### src/rtl/edge_count_scheduler.sv
// edge_count_scheduler: one saturating falling-edge counter shared round-robin across N_CH inputs
module edge_count_scheduler #(
    parameter int N_CH   = 4,
    parameter int WINDOW = 1000,
    parameter int CNT_W  = 8,
    localparam int CH_W  = (N_CH > 1) ? $clog2(N_CH) : 1,
    localparam int WIN_W = (WINDOW > 1) ? $clog2(WINDOW) : 1
) (
    input  logic             i_clk,
    input  logic             i_reset,
    input  logic [N_CH-1:0]  i_signal_in,
    input  logic [N_CH-1:0]  i_ch_mask,
    input  logic             i_start,
    output logic             o_busy,
    output logic             o_result_valid,
    input  logic             i_result_ready,
    output logic [CH_W-1:0]  o_result_ch,
    output logic [CNT_W-1:0] o_result_count,
    output logic             o_result_sat
);
    typedef enum logic [1:0] {S_IDLE, S_SELECT, S_COUNT, S_REPORT} state_t;
    state_t           r_state;
    logic [N_CH-1:0]  r_sync1, r_sync2, r_hist, r_mask;
    logic [CH_W-1:0]  r_last_ch, r_cur_ch;
    logic [CNT_W-1:0] r_count;
    logic [WIN_W-1:0] r_win;
    logic             r_sat, r_busy, r_valid;
    logic [N_CH-1:0]  w_fall;
    logic [CH_W-1:0]  w_sel, w_idx;
    logic             w_found, w_hit, w_last_win;
    assign w_fall         = r_hist & ~r_sync2;
    assign w_hit          = w_fall[r_cur_ch];
    assign w_last_win     = r_win == WIN_W'(WINDOW - 1);
    assign o_busy         = r_busy;
    assign o_result_valid = r_valid;
    assign o_result_ch    = r_cur_ch;
    assign o_result_count = r_count;
    assign o_result_sat   = r_sat;
    // Two-flop synchronizer plus history flop per channel for falling-edge detection
    always_ff @(posedge i_clk) begin
        if (i_reset) begin
            r_sync1 <= '0;
            r_sync2 <= '0;
            r_hist  <= '0;
        end else begin
            r_sync1 <= i_signal_in;
            r_sync2 <= r_sync1;
            r_hist  <= r_sync2;
        end
    end
    // Round-robin pick: first pending channel strictly after the last one served
    always_comb begin
        w_idx   = r_last_ch;
        w_sel   = r_last_ch;
        w_found = 1'b0;
        for (int k = 0; k < N_CH; k++) begin
            w_idx = (w_idx == CH_W'(N_CH - 1)) ? '0 : w_idx + 1'b1;
            if (!w_found && r_mask[w_idx]) begin
                w_sel   = w_idx;
                w_found = 1'b1;
            end
        end
    end
    // Sweep sequencer: select channel, gate for WINDOW clocks, hold result until accepted
    always_ff @(posedge i_clk) begin
        if (i_reset) begin
            r_state   <= S_IDLE;
            r_mask    <= '0;
            r_last_ch <= CH_W'(N_CH - 1);
            r_cur_ch  <= '0;
            r_count   <= '0;
            r_sat     <= 1'b0;
            r_win     <= '0;
            r_busy    <= 1'b0;
            r_valid   <= 1'b0;
        end else begin
            case (r_state)
                S_IDLE: if (i_start && |i_ch_mask) begin
                    r_mask  <= i_ch_mask;
                    r_busy  <= 1'b1;
                    r_state <= S_SELECT;
                end
                S_SELECT: begin
                    r_cur_ch      <= w_sel;
                    r_mask[w_sel] <= 1'b0;
                    r_count       <= '0;
                    r_sat         <= 1'b0;
                    r_win         <= '0;
                    r_state       <= S_COUNT;
                end
                S_COUNT: begin
                    r_count <= r_count + CNT_W'(w_hit && !(&r_count));
                    r_sat   <= r_sat | (w_hit & (&r_count));
                    r_win   <= r_win + 1'b1;
                    r_valid <= w_last_win;
                    r_state <= w_last_win ? S_REPORT : S_COUNT;
                end
                S_REPORT: if (i_result_ready) begin
                    r_last_ch <= r_cur_ch;
                    r_valid   <= 1'b0;
                    r_busy    <= |r_mask;
                    r_state   <= |r_mask ? S_SELECT : S_IDLE;
                end
                default: r_state <= S_IDLE;
            endcase
        end
    end
endmodule

### config.mk
export PLATFORM = sky130hd
export DESIGN_NAME = edge_count_scheduler
export DESIGN_NICKNAME = d
export VERILOG_FILES = /design/src/rtl/edge_count_scheduler.sv
export SDC_FILE = /design/constraint.sdc
export NUM_CORES = 1
export LEC_CHECK = 0
export ABC_AREA = 1
export CAP_MARGIN = 0
export CORE_MARGIN = 1.5
export CORE_UTILIZATION = 55
export CTS_CLUSTER_DIAMETER = 200
export CTS_CLUSTER_SIZE = 30
export DETAILED_ROUTE_END_ITERATION = 8
export PLACE_DENSITY = 0.78
export SLEW_MARGIN = 40
export SYNTH_ARGS = -nofsm -noshare
export SYNTH_HDL_FRONTEND = slang
export SYNTH_SLANG_ARGS = --single-unit
export TNS_END_PERCENT = 30
### constraint.sdc
create_clock -name i_clk -period 4.04 [get_ports i_clk]
set_input_delay 0.606 -clock i_clk [delete_from_list [all_inputs] [get_ports i_clk]]
set_output_delay 0.606 -clock i_clk [all_outputs]
set_load 0.05 [all_outputs]
==> impl_metrics.csv <==
group,metric,value,unit
sta,tightest_slew,719.1,ps
final_layout,antennaDiodeCount,0,
setup_path,cpMostUsedCell,"nand2_1",
synth,synth_edf_count,0,
synth,synth_fa_ha_area_frac,0.04945,
route,routedWlPerCell,11.10,µm
run,cap_violations,0,
synth,synth_top_area_cell,"dfxtp_1",
die,die_area,4535,µm²
sta,hold_violations,0,
synth,yosysMostFrequentCell,"nand2_1",
clock_tree,postCtsSetupRepairBufs,0,
setup_path,crit_type,"flop to flop",
clock_tree,cts_resized,0,
placed_design,place_ws,1319,ps
final_layout,stdcell_area,2685,µm²
clock_tree,cts-htree-levels,2,
sta,timing.final.ws_setup,1659,ps
clock_tree,numCtsBuffers,5,
clock_tree,cts_root_buf,"clkbuf_8",
setup_path,path_cells,"inv_1 -> ha_1 -> nand2_1 -> nor2_1 -> nand2_1 -> nor3_1 -> nand2_1 -> nor3_1 -> o21ai_0 -> a21oi_1",
final_layout,layout.nets,385,
setup_path,start_kind,"flop",
global_route,grtUsageTotal,0.2244,
setup_path,crit_required,4260,ps
sta,period_minus_slack,2381,ps
power,cellPowerDensity,631.5,nW/µm²
clock_tree,clockBufferDepth,2,
setup_path,cp_max_fo,14,
global_route,grt_overflow_total,0,
synth,synth.net_count,360,
synth,async_flop_share,0,
placed_design,placed_area,2549,µm²
die,rows,23,
synth,synth-xor-area-share,0,
sta,finalSetupViolations,0,
power,p_total,1.696,mW
sta,rsz0062_at_grt,"no",
setup_path,arrival,2610,ps
die,ioPinCount,25,
synth,synth_cell_types,25,
sta,clock_skew,7.160,ps
global_route,antenna_found_initial,0,
final_layout,syn2layout_area_growth,17.91,%
placed_design,port_buffers,24,
final_layout,final_cells,415,
placed_design,hpwl,3431,µm
global_route,grt_pass1_wl,7755,µm
sta,max-slew-margin-rel,0.5191,
synth,synthSimpleGateAreaFrac,0.3110,
route,drc,0,
run_status,status,"complete, no violations",
sta,tns,0,ps
die,die_h,67.35,µm
sta,slew_violations,0,
hold_path,min_path_type,"flop to flop",
route,dr_total_vias,2136,
setup_path,end_kind,"flop",
synth,syn_area_per_cell,6.717,µm²
sta,period_share,0.5893,
die,die_width,67.35,µm
clock_tree,cts_tree,"built",
power,ir_drop,274.9,µV
global_route,grt_pass1_vias,1918,
synth,synth.cells.most_frequent,"80 x nand2_1, 55 x inv_1, 43 x dfxtp_1, 31 x nor2_1, 28 x a21oi_1",
sta,max_freq,420.1,MHz
synth,synth_top_family_by_area,"simple AND/OR/NAND/NOR gates",
route,drt_iter0_markers,205,
synth,syn_area,2277,µm²
die,initial_utilization,0.5693,
placed_design,dp_cells,407,
route,vias_per_cell,5.147,
synth,synth_flop_cell,"dfxtp_1",
synth,synth-seq-cells,43,
setup_path,critPathSlowestCell,"ha_1",
route,totalWireLength,4608,µm
global_route,grt_max_degree,20,
die,core,4000,µm²
synth,synthTopCellsByArea,"dfxtp_1 38%, nand2_1 13%, inv_1 9.1%",
clock_tree,cts-hold-fix-buffers,0,
synth,yosysWarningCount,0,
clock_tree,clock_latency,300,ps
route,first_pass_iters,4,
synth,yosysTopAreaCellShare,0.3780,
final_layout,post_route_cells_drive_above_1_share,0.07397,
clock_tree,clkSinkCount,43,
power,p_leak,1.200,nW
route,drtAntennaViolNets,0,
synth,synth_mux_area_frac,0,
synth,synthCells,339,
synth,synth-compound-area-share,0.1571,
synth,ys_seq_area_frac,0.3780,
placed_design,place_congestion,0.8492,
setup_path,cpPeakStageDelay,560,ps
clock_tree,clkTransAtPathRegs,80,ps
cells by family after synthesis:
family          Yosys count
simple gates            161
buf+inv                  61
fa+ha+maj                 9
compound gates           65
flops                    43
layout make-up:
| cell class | count | area [µm²] |
|---|---|---|
| multi-input combinational | 235 | 1182 |
| clock inverter | 2 | 60.06 |
| fill | 339 | 1315 |
| clock buffer | 6 | 72.57 |
| timing repair buffer | 24 | 240.2 |
| tap | 50 | 62.56 |
| inverter | 55 | 206.4 |
| sequential | 43 | 860.8 |
cells in the final DEF (no fill, tap or decap), drive strengths merged:
cell,n
a21boi,1
a21oi,32
a31oi,4
bufinv,2
clkbuf,6
clkdlybuf4s50,24
dfxtp,43
ha,9
inv,55
nand2,90
nand3,27
nand4,1
nor2,35
nor3,3
nor3b,1
nor4,4
o211ai,3
o21ai,24
o21bai,1
final timing paths:
| path | start | slack, ps | cells after the start | endpoint |
|---|---|---|---|---|
| hold / removal | r_sync1[1] | 400 | 2 | r_sync2[1] |
| hold reg to reg | r_sync1[1] | 400 | 2 | r_sync2[1] |
| setup / recovery | r_state[0] | 1660 | 10 | r_win[9] |
| setup reg to reg | r_state[0] | 1660 | 10 | r_win[9] |
power by group:
| group | switching, mW | leakage, nW | internal (mW) | total, mW |
|---|---|---|---|---|
| sequential | 0.0616 | 0.351 | 0.478 | 0.540 |
| clock | 0.143 | 0.0654 | 0.247 | 0.390 |
| combinational | 0.516 | 0.783 | 0.249 | 0.766 |
layer usage:
layer  vias to the layer above  track usage  wire (µm)
met5                         -            0          0
met4                         0      0.07653         77
met3                         8      0.05000        183
met2                        41       0.4121       2190
met1                       954       0.2544       2156
li1                       1133            -          -
metrics by stage:
stage / utilization / hold WS [ps]
6_report: 0.6713 / 402.0
3_5_place_dp: 0.6372 / 392.3
2_1_floorplan: - / 388.3
5_1_grt: 0.6713 / 437.5
3_3_place_gp: 0.6372 / 389.7
4_1_cts: 0.6703 / 403.7
state kept, by name, indices dropped and copies added (netlist names), 2 cells and up:
signal          flops
r_hist              4
r_sync1             4
r_mask              4
o_result_count      8
r_last_ch           2
r_sync2             4
o_result_ch         2
r_state             2
r_win              10
worst max-delay path, delay by kind of cell, from the launching register on:
family / cells / cell delay, ps
compound gates: 2 / 270
fa+ha+maj: 1 / 560
buf+inv: 1 / 100
simple gates: 6 / 970
flops: 1 / 400
Note: power is estimated with default switching activity, not from simulation.
